--- src/rtl/mem_stage_if.sv ---
// Pipeline bus around the MEM stage: the EX->MEM instruction handshake and
// the MEM->WB / MEM->ID bundles. The MEM stage uses the slave view; the
// surrounding pipeline (or a bench) drives it through the master view.
interface mem_stage_if;
    // EX -> MEM
    logic        es2ms_valid;
    logic [31:0] es_pc;
    logic [38:0] es_rf_zip;
    logic [4:0]  es_ld_op;
    logic        ms_allowin;
    // MEM -> WB
    logic        ws_allowin;
    logic        ms2ws_valid;
    logic [31:0] ms_pc;
    logic [37:0] ms_rf_zip;
    // MEM -> ID forwarding
    logic [37:0] ms_fwd_zip;

    modport slave (
        input  es2ms_valid,
        input  es_pc,
        input  es_rf_zip,
        input  es_ld_op,
        input  ws_allowin,
        output ms_allowin,
        output ms2ws_valid,
        output ms_pc,
        output ms_rf_zip,
        output ms_fwd_zip
    );

    modport master (
        output es2ms_valid,
        output es_pc,
        output es_rf_zip,
        output es_ld_op,
        output ws_allowin,
        input  ms_allowin,
        input  ms2ws_valid,
        input  ms_pc,
        input  ms_rf_zip,
        input  ms_fwd_zip
    );
endinterface

--- src/rtl/mem_stage.sv ---
// MEM stage of the five-stage pipeline. Latches one instruction per EX
// handshake, aligns and extends the synchronous data-SRAM read data for
// loads, and produces the register-file write bundle for WB plus a
// forwarding bundle for decode. The SRAM read data is only valid in the
// first cycle an instruction sits in MEM, so it is captured into a buffer
// that keeps the load result stable for as long as WB stalls us.
module mem_stage (
    input  logic              clk,
    input  logic              resetn,
    input  logic [31:0]       data_sram_rdata,
    mem_stage_if.slave        bus
);

    // ---------------------------------------------------------------
    // Helpers
    // ---------------------------------------------------------------
    function automatic logic [31:0] ext_byte(input logic [7:0] b, input logic sgn);
        return {{24{sgn & b[7]}}, b};
    endfunction

    function automatic logic [31:0] ext_half(input logic [15:0] h, input logic sgn);
        return {{16{sgn & h[15]}}, h};
    endfunction

    function automatic logic [7:0] pick_byte(input logic [31:0] w, input logic [1:0] off);
        logic [7:0] b;
        case (off)
            2'd0:    b = w[7:0];
            2'd1:    b = w[15:8];
            2'd2:    b = w[23:16];
            2'd3:    b = w[31:24];
            default: b = 8'h00;
        endcase
        return b;
    endfunction

    function automatic logic [15:0] pick_half(input logic [31:0] w, input logic hi);
        return hi ? w[31:16] : w[15:0];
    endfunction

    // ---------------------------------------------------------------
    // Handshake
    // ---------------------------------------------------------------
    logic        ms_valid_r;
    logic        ms_ready_go_s;
    logic        ms_allowin_s;
    logic        accept_s;

    assign ms_ready_go_s = 1'b1;
    assign ms_allowin_s  = ~ms_valid_r | (ms_ready_go_s & bus.ws_allowin);
    assign accept_s      = bus.es2ms_valid & ms_allowin_s;

    // ---------------------------------------------------------------
    // Payload registers
    // ---------------------------------------------------------------
    logic [31:0] pc_r;
    logic        res_from_mem_r;
    logic        rf_we_r;
    logic [4:0]  rf_waddr_r;
    logic [31:0] alu_result_r;
    logic [4:0]  ld_op_r;

    // Read-data buffer
    logic [31:0] rdata_buf_r;
    logic        rdata_held_r;

    // Valid bit: reloaded from EX whenever the stage can take a new slot
    always_ff @(posedge clk) begin
        if (!resetn) begin
            ms_valid_r <= 1'b0;
        end else if (ms_allowin_s) begin
            ms_valid_r <= bus.es2ms_valid;
        end else begin
            ms_valid_r <= ms_valid_r;
        end
    end

    // Payload capture on a real handshake only; bubbles leave stale values
    always_ff @(posedge clk) begin
        if (!resetn) begin
            pc_r           <= 32'h0000_0000;
            res_from_mem_r <= 1'b0;
            rf_we_r        <= 1'b0;
            rf_waddr_r     <= 5'd0;
            alu_result_r   <= 32'h0000_0000;
            ld_op_r        <= 5'b00000;
        end else if (accept_s) begin
            pc_r           <= bus.es_pc;
            res_from_mem_r <= bus.es_rf_zip[38];
            rf_we_r        <= bus.es_rf_zip[37];
            rf_waddr_r     <= bus.es_rf_zip[36:32];
            alu_result_r   <= bus.es_rf_zip[31:0];
            ld_op_r        <= bus.es_ld_op;
        end else begin
            pc_r           <= pc_r;
            res_from_mem_r <= res_from_mem_r;
            rf_we_r        <= rf_we_r;
            rf_waddr_r     <= rf_waddr_r;
            alu_result_r   <= alu_result_r;
            ld_op_r        <= ld_op_r;
        end
    end

    // Capture the one-cycle SRAM data at the end of the instruction's first MEM cycle
    always_ff @(posedge clk) begin
        if (!resetn) begin
            rdata_buf_r  <= 32'h0000_0000;
            rdata_held_r <= 1'b0;
        end else if (accept_s) begin
            rdata_buf_r  <= rdata_buf_r;
            rdata_held_r <= 1'b0;
        end else if (ms_valid_r && !rdata_held_r) begin
            rdata_buf_r  <= data_sram_rdata;
            rdata_held_r <= 1'b1;
        end else begin
            rdata_buf_r  <= rdata_buf_r;
            rdata_held_r <= rdata_held_r;
        end
    end

    // ---------------------------------------------------------------
    // Load alignment
    // ---------------------------------------------------------------
    logic [31:0] word_s;
    logic [1:0]  off_s;
    logic [7:0]  byte_s;
    logic [15:0] half_s;
    logic [31:0] load_val_s;
    logic [31:0] rf_wdata_s;

    assign word_s = rdata_held_r ? rdata_buf_r : data_sram_rdata;
    assign off_s  = alu_result_r[1:0];
    assign byte_s = pick_byte(word_s, off_s);
    assign half_s = pick_half(word_s, off_s[1]);

    // Select and extend the loaded value by load type (ld_op is one-hot)
    always_comb begin
        load_val_s = word_s;
        if (ld_op_r[4]) begin
            load_val_s = word_s;
        end else if (ld_op_r[3]) begin
            load_val_s = ext_half(half_s, 1'b1);
        end else if (ld_op_r[2]) begin
            load_val_s = ext_half(half_s, 1'b0);
        end else if (ld_op_r[1]) begin
            load_val_s = ext_byte(byte_s, 1'b1);
        end else if (ld_op_r[0]) begin
            load_val_s = ext_byte(byte_s, 1'b0);
        end else begin
            load_val_s = word_s;
        end
    end

    // Choose between memory result and ALU result for the register write
    always_comb begin
        rf_wdata_s = alu_result_r;
        if (res_from_mem_r) begin
            rf_wdata_s = load_val_s;
        end else begin
            rf_wdata_s = alu_result_r;
        end
    end

    // ---------------------------------------------------------------
    // Outputs
    // ---------------------------------------------------------------
    assign bus.ms_allowin  = ms_allowin_s;
    assign bus.ms2ws_valid = ms_valid_r & ms_ready_go_s;
    assign bus.ms_pc       = pc_r;
    // WB qualifies write-enable with its own valid; decode needs it qualified here
    assign bus.ms_rf_zip   = {rf_we_r, rf_waddr_r, rf_wdata_s};
    assign bus.ms_fwd_zip  = {rf_we_r & ms_valid_r, rf_waddr_r, rf_wdata_s};

endmodule

--- src/flat_wrapper.sv ---
// flat-port wrapper written by rule: the top's interface ports become plain ports
module mem_stage_flat 
  (clk, resetn, data_sram_rdata, bus_es2ms_valid, bus_es_pc, bus_es_rf_zip, bus_es_ld_op, bus_ws_allowin, bus_ms_allowin, bus_ms2ws_valid, bus_ms_pc, bus_ms_rf_zip, bus_ms_fwd_zip);
  mem_stage_if bus_i ();
  input  logic clk;
  input  logic resetn;
  input  logic [31:0] data_sram_rdata;
  input wire logic [$bits(bus_i.es2ms_valid)-1:0] bus_es2ms_valid;
  input wire logic [$bits(bus_i.es_pc)-1:0] bus_es_pc;
  input wire logic [$bits(bus_i.es_rf_zip)-1:0] bus_es_rf_zip;
  input wire logic [$bits(bus_i.es_ld_op)-1:0] bus_es_ld_op;
  input wire logic [$bits(bus_i.ws_allowin)-1:0] bus_ws_allowin;
  output wire logic [$bits(bus_i.ms_allowin)-1:0] bus_ms_allowin;
  output wire logic [$bits(bus_i.ms2ws_valid)-1:0] bus_ms2ws_valid;
  output wire logic [$bits(bus_i.ms_pc)-1:0] bus_ms_pc;
  output wire logic [$bits(bus_i.ms_rf_zip)-1:0] bus_ms_rf_zip;
  output wire logic [$bits(bus_i.ms_fwd_zip)-1:0] bus_ms_fwd_zip;
  assign bus_i.es2ms_valid = bus_es2ms_valid;
  assign bus_i.es_pc = bus_es_pc;
  assign bus_i.es_rf_zip = bus_es_rf_zip;
  assign bus_i.es_ld_op = bus_es_ld_op;
  assign bus_i.ws_allowin = bus_ws_allowin;
  assign bus_ms_allowin = bus_i.ms_allowin;
  assign bus_ms2ws_valid = bus_i.ms2ws_valid;
  assign bus_ms_pc = bus_i.ms_pc;
  assign bus_ms_rf_zip = bus_i.ms_rf_zip;
  assign bus_ms_fwd_zip = bus_i.ms_fwd_zip;
  mem_stage u_core (.clk(clk), .resetn(resetn), .data_sram_rdata(data_sram_rdata), .bus(bus_i));
endmodule
--- config.mk ---
export PLATFORM = sky130hd
export DESIGN_NAME = mem_stage_flat
export DESIGN_NICKNAME = d
export VERILOG_FILES = /design/src/rtl/mem_stage_if.sv /design/src/rtl/mem_stage.sv /design/src/flat_wrapper.sv
export SDC_FILE = /design/constraint.sdc
export NUM_CORES = 1
export LEC_CHECK = 0
export BUFFER_PORTS_ARGS = -buffer_cell sky130_fd_sc_hd__buf_2
export CELL_PAD_IN_SITES_DETAIL_PLACEMENT = 1
export CELL_PAD_IN_SITES_GLOBAL_PLACEMENT = 2
export CORE_MARGIN = 2
export CORE_UTILIZATION = 31
export CTS_BUF_LIST = sky130_fd_sc_hd__clkbuf_4 sky130_fd_sc_hd__clkbuf_8
export DETAILED_ROUTE_END_ITERATION = 16
export PLACE_DENSITY = 0.95
export SLEW_MARGIN = 20
export SYNTH_ARGS = -nofsm -noshare
export SYNTH_HDL_FRONTEND = slang
export SYNTH_SLANG_ARGS = --single-unit
--- constraint.sdc ---
create_clock -name clk -period 5.69 [get_ports clk]
set_input_delay 1.138 -clock clk [delete_from_list [all_inputs] [get_ports clk]]
set_output_delay 1.138 -clock clk [all_outputs]
set_load 0.05 [all_outputs]
==> implementation parameters, run 1 <==
Parameter                              Value

Drt
  Iter 0 DRT Violations ... between 200 and 250
  Count of vias placed by the detailed router ... slightly below 6000
  Number of remaining DRC errors ... 0
  First-pass iteration count of the detailed router ... 4
  Post-detailed-routing wire length ... 21500 um
  Antenna Nets Post-Route ... 0
  Avg Vias per Cell ... approximately 5.0
  Routed length per instance ... between 15 and 20 um

Floorplan
  Starting Density ... a little under a third
  Cell Rows ... 52
  Core area ... ~20000 sq um
  Number of primary I/O pins ... 222
  Horiz. Die Dim ... 146 um
  Vertical die dimension ... about 150 um
  DIE AREA ... about 21000 sq um

Final layout
  N_diodes ... 0
  Most common cell after layout, fill and taps aside ... nand2_1
  Layout overhead on the synthesized area ... 18.9%
  Final layout net count ... 1020
  Post-route cell area ... 7450 sq um
  Final core utilization ... a little under two fifths
  Commonest non-fill, non-tap cells in the layout ... 232 x nand2_1, 221 x buf_2, 109 x a21boi_0
  Fraction of layout instances using a drive strength above 1 ... about 30%

Place
  Detail Placement HPWL ... 15700 um
  Input/output buffers ... ~220
  Placer's final routability congestion estimate ... approximately 0.80
  Placement Cell Area ... 7250 sq um

Synth
  Area of the mapped netlist ... approximately 6300 sq um
  Biggest area consumer among synthesized cells ... dfxtp_1
  Mapped Nets ... 879
  Synthesized area per cell ... between 8 and 9 sq um
  Dominant cells by area after synthesis ... dfxtp_1 35%, nand2_1 14%, a21boi_0 13%
  Warnings from Yosys ... 0
  Post-synthesis cell type count ... 43
  Cells after Synth ... 767
  Async set-or-reset flop fraction in the synthesized netlist ... 0%
  Register bit count reported by yosys ... 110
  Synth top area share ... approximately a third
  Post-synth EDFFs ... 0
  Part of the Yosys area used for sequential elements ... 35.1%
  Most frequently used flop master after synthesis ... dfxtp_1

Clocking
  Resized Gates After CTS ... 0
  Count of H-tree levels built during CTS ... 3
  Worst-Skew Late Latency ... roughly 0.40 ns
  TritonCTS clock tree ... yes
  Worst-path clk slew ... about 0.11 ns
  Clock sink total ... 110
  Clk Tree Root Cell ... clkbuf_8
  Post CTS Setup Buffer Count ... 0
  Cts bufs inserted ... 9
  Number of buffers between clock root and the deepest sink ... 2
  Hold bufs inserted after CTS ... 0

Setup path
  Worst path cell trace ... mux2i_1 -> a221oi_1 -> and4_1 -> buf_4 -> o31a_1 -> buf_2
  Worst Path Required ... ~4.6 ns
  R2R Setup Slk ... about 3.4 ns
  CP max FO ... 17
  Type of element launching the critical path ... flip-flop
  Sort of element at the end of the critical path ... output pin
  Worst Path Class, Setup ... reg -> out
  Reg2reg path depth ... 5
  CP delay by family, top ... flip-flops
  Worst Path Arrival ... ~3.4 ns
  Delay of the slowest cell on the worst path ... ~0.90 ns
  Master of the slowest instance on the critical path ... dfxtp_1
  Worst path bufs/invs ... 2
  Destination of the worst register-to-register timing path ... u_core.alu_result_r[20]$_SDFFE_PN0P_
  Worst flop-to-flop path startpoint ... u_core.bus.ms2ws_valid$_SDFFE_PN0N_

Pwr
  Peak supply drop ... between 100 and 150 uV
  Static leakage ... roughly 3.1 nW
  PD cells ... ~270 nW/um^2
  Sum of internal, switching and leakage power ... 1.99 mW

Min path
  Hold Crit Endpoint ... u_core.bus.ms_pc[4]$_SDFFE_PN0P_
  Worst hold path startpoint ... u_core.bus.ms_pc[4]$_SDFFE_PN0P_
  Worst min-delay path class ... reg -> reg
  Hold Crit Depth ... 2

Timing
  Final Max Tran Viols ... 0
  Measured slew at the worst slew-check pin ... 0.999 ns
  Relative slew slack ... around a third
  Final period utilization ... between 80% and 90%
  Highest clock frequency the design can meet ... 220 MHz
  Number of failing hold endpoints at the final stage ... 0
  Time the worst path needs with I/O delays and setup ... around 4.6 ns
  Final number of setup-violating endpoints ... 0
  Fin Clk Skew ... ~0.012 ns
  Final worst hold slack ... around 0.47 ns
  Unrepaired setup endpoints after global routing ... false
  Final total negative setup slack ... 0 ns

Job
  Maximum capacitance violations ... 0

GRT
  Number of global-route vias before repair ... slightly above 6000
  First-pass GRT wire length ... between 30000 and 40000 um
  Initial antenna violation count ... 1
  Final global-route overflow total ... 0
  Tot GR Track Use ... 19.8%
  Largest net degree at the start of global routing ... 57

Status
  Outcome ... complete, no violations
flip-flops by register name, indices dropped and copies added, names as in the netlist, 5 cells and up:
| name | count |
|---|---|
| u_core.bus.ms_pc | 32 |
| u_core.alu_result_r | 32 |
| u_core.ld_op_r | 5 |
| u_core.rf_waddr_r | 5 |
| u_core.rdata_buf_r | 32 |
worst max path at each step:
stage                                              startpoint                 end  slack [ns]  depth (start not counted)
after global routing      u_core.alu_result_r[0]$_SDFFE_PN0P_   bus_ms_rf_zip[16]        0.82                          6
after floorplan                           data_sram_rdata[15]   bus_ms_rf_zip[19]        1.71                          6
after detailed placement                  data_sram_rdata[23]  bus_ms_fwd_zip[16]        1.23                          7
after global placement                    data_sram_rdata[23]  bus_ms_fwd_zip[16]        1.32                          7
final                     u_core.alu_result_r[0]$_SDFFE_PN0P_  bus_ms_fwd_zip[16]        1.14                          6
after CTS                 u_core.alu_result_r[0]$_SDFFE_PN0P_  bus_ms_fwd_zip[16]        1.03                          6
report_power, final:
part,switching (mW),internal (mW)
combinational,0.444,0.179
sequential,0.0393,0.813
clock,0.304,0.211
total,0.788,1.20
per-stage QoR:
| step | setup WS [ns] | cells |
|---|---|---|
| 2_1_floorplan | 1.71 | 767 |
| 3_3_place_gp | 1.32 | 1166 |
| 3_5_place_dp | 1.23 | 1167 |
| 4_1_cts | 1.03 | 1183 |
| 5_1_grt | 0.821 | 1183 |
| 6_report | 1.14 | 1183 |
final cells by class:
class	count	area (sq um)
fillers	2538	12600
multi-input cells	535	3420
flip-flops and latches	110	2200
repair buffers	231	1200
well taps	270	338
clock buffers	9	124
clock inverters	7	81.3
inverters	21	78.8
tightest hold or removal path: stages, from the launching register on:
cell and delay, ns:
dfxtp_1 0.32, nand2_1 0.04, a21boi_0 0.06
synthesized netlist by cell type, types with 4 or more instances:
library cell	number
a2bb2oi_1	7
clkbuf_1	43
buf_2	6
o21ai_0	4
mux2_2	4
mux2i_1	32
o211ai_1	21
inv_1	21
buf_4	44
o22ai_1	14
a22o_1	6
buf_1	5
a21oi_1	11
a221oi_1	8
a21boi_0	109
o31a_1	13
mux4_2	15
nand2_1	233
a211o_1	11
nor2_1	19
dfxtp_1	110
per-layer routing:
layer	GRT usage, %	up-vias	part of all wire [%]
met1	24.7	2834	43
met2	33.9	167	48
met3	5.56	19	6.7
li1	-	2906	-
met5	0	-	0.033
met4	5.24	2	1.5
kinds of logic (layout without fill, tap and decap cells):
logic type	count (synthesis)	in the layout	share of synthesized area, %
and+or+nand+nor	264	264	16.4
AOI/OAI and AO/OA	220	220	26.8
buffers and inverters	122	268	10.4
DFF	110	110	35.1
muxes	51	51	11.2
(Power assumes the default switching activity.)
==> inputs of run 2 (changes only) <==
- CORE_UTILIZATION: 31 -> 29
- PLACE_DENSITY: 0.95 -> 0.92
- clock period: 5.69 -> 4.2 ns (I/O delays scaled with it)
==> run 2 against run 1 <==
  * Flip-flop and latch count stayed put
  * Clock skew is 0.0017 ns higher
  * First-iteration DRC count is 82% higher
  * Sequential power is 35% higher
  * Die area is 6.7% higher
  * Worst setup slack worse by 0.46 ns
  * Largest power group unchanged
  * Largest cell class unchanged
  * Critical path depth stayed put
==> implementation parameters, run 2 (same netlist as run 1, synthesis figures left out) <==
Parameter                              Value

Status
  Outcome ... complete, no violations

Clocking
  TritonCTS clock tree ... yes
  Clk Tree Root Cell ... clkbuf_8
  Cts bufs inserted ... 9
  Clock sink total ... 110
  Number of buffers between clock root and the deepest sink ... 2
  Count of H-tree levels built during CTS ... 3
  Worst-Skew Late Latency ... approximately 0.40 ns
  Hold bufs inserted after CTS ... 0
  Worst-path clk slew ... 0.11 ns
  Post CTS Setup Buffer Count ... 0
  Resized Gates After CTS ... 0

Timing
  Final Max Tran Viols ... 0
  Highest clock frequency the design can meet ... about 280 MHz
  Relative slew slack ... between 30% and 40%
  Final total negative setup slack ... 0 ns
  Number of failing hold endpoints at the final stage ... 0
  Final number of setup-violating endpoints ... 0
  Time the worst path needs with I/O delays and setup ... roughly 3.5 ns
  Fin Clk Skew ... ~0.013 ns
  Final period utilization ... approximately 84%
  Unrepaired setup endpoints after global routing ... false
  Final worst hold slack ... about 0.47 ns
  Measured slew at the worst slew-check pin ... around 1 ns

Pwr
  Static leakage ... about 3.2 nW
  PD cells ... 360 nW/um^2
  Peak supply drop ... between 150 and 200 uV

Final layout
  Combined flip-flop and latch cell area ... around 2200 sq um
  Commonest non-fill, non-tap cells in the layout ... 232 x nand2_1, 220 x buf_2, 109 x a21boi_0, 109 x dfxtp_1, 32 x mux2i_1
  Most common cell after layout, fill and taps aside ... nand2_1
  Post-layout instance count excluding filler cells ... between 1000 and 1500
  Final layout net count ... between 1000 and 1500
  Fraction of layout instances using a drive strength above 1 ... about 30%
  Number of fillers in the final layout ... around 2600
  Total area of multi-input combinational cells ... around 3400 sq um
  Layout overhead on the synthesized area ... 19.6%

Floorplan
  Vertical die dimension ... between 150 and 200 um
  Number of primary I/O pins ... about 220
  DIE AREA ... approximately 23000 sq um
  Core area ... around 21000 sq um
  Starting Density ... between 20 and 30%
  Cell Rows ... 53
  Horiz. Die Dim ... 151 um

Drt
  Number of remaining DRC errors ... 0
  Iter 0 DRT Violations ... between 400 and 500
  First-pass iteration count of the detailed router ... 4
  Routed length per instance ... about 18 um
  Post-detailed-routing wire length ... roughly 22000 um
  Antenna Nets Post-Route ... 0
  Avg Vias per Cell ... 5.04
  Count of vias placed by the detailed router ... approximately 6000

Place
  Dpl cells ... about 1200
  Placer's final routability congestion estimate ... ~0.81
  Input/output buffers ... between 200 and 250
  Detail Placement HPWL ... approximately 16000 um

GRT
  Number of global-route vias before repair ... between 6000 and 7000
  Final global-route overflow total ... 0
  First-pass GRT wire length ... ~33000 um
  Tot GR Track Use ... 19.1%
  Initial antenna violation count ... 2
  Largest net degree at the start of global routing ... 111

Setup path
  Worst Path Required ... between 3 and 4 ns
  CP max FO ... 23
  Worst Path Class, Setup ... reg -> out
  Worst flop-to-flop path startpoint ... u_core.bus.ms2ws_valid$_SDFFE_PN0N_
  Type of element launching the critical path ... flip-flop
  Worst Path Arrival ... ~2.7 ns
  Sort of element at the end of the critical path ... output pin
  Critical path startpoint ... u_core.alu_result_r[1]$_SDFFE_PN0P_

Min path
  Worst hold path startpoint ... u_core.bus.ms_pc[23]$_SDFFE_PN0P_
  Worst min-delay path class ... reg -> reg

Job
  Maximum capacitance violations ... 0
## run 2: path summary, 6_finish.rpt
path,endpoint,slack (ns),depth (start not counted)
max,bus_ms_fwd_zip[9],0.67,6
min,u_core.bus.ms_pc[23]$_SDFFE_PN0P_,0.47,2
max reg2reg,u_core.bus.ms_pc[6]$_SDFFE_PN0P_,2.24,5
min reg2reg,u_core.bus.ms_pc[23]$_SDFFE_PN0P_,0.47,2
## run 2: worst max-delay path: stages (launching register included)
cell and delay, ns:
dfxtp_1 0.52, buf_4 0.38, mux4_2 0.54, a2bb2oi_1 0.25, a21oi_1 0.10, a211o_1 0.27, buf_2 0.22
## run 2: cell type report
class	count	area share, %
antenna	2	0.0668
clock buffer	10	1.84
clock inverter	5	0.868
inverter	21	1.05
multi-input combinational	535	45.7
sequential	110	29.4
tap	275	4.59
timing repair buffer	233	16.5
## run 2: report_power, final
group | switching, mW | internal, mW | leakage [nW] | total [mW]
Combinational | 0.611 | 0.246 | 2.15 | 0.857
Sequential | 0.0451 | 1.10 | 0.903 | 1.15
Clock | 0.401 | 0.297 | 0.104 | 0.698
## run 2: layer usage
metal | wire [um] | global-route usage [%] | part of all wire, %
met1 | 9410 | 24.5 | 44
met2 | 10000 | 31.0 | 46
met3 | 1780 | 5.99 | 8.3
met4 | 373 | 5.19 | 1.7
met5 | 13 | 0 | 0.060
## run 2: per-stage QoR
stage	area (sq um)	worst slack [ns]	util [%]	total power, mW
floorplan	6270	0.813	-	1.83
detailed placement	7290	0.742	34.6	2.03
global placement	7290	0.793	34.6	2.02
global route	7490	0.413	35.5	2.85
finish	7490	0.672	35.5	2.70
CTS	7490	0.638	35.5	2.74
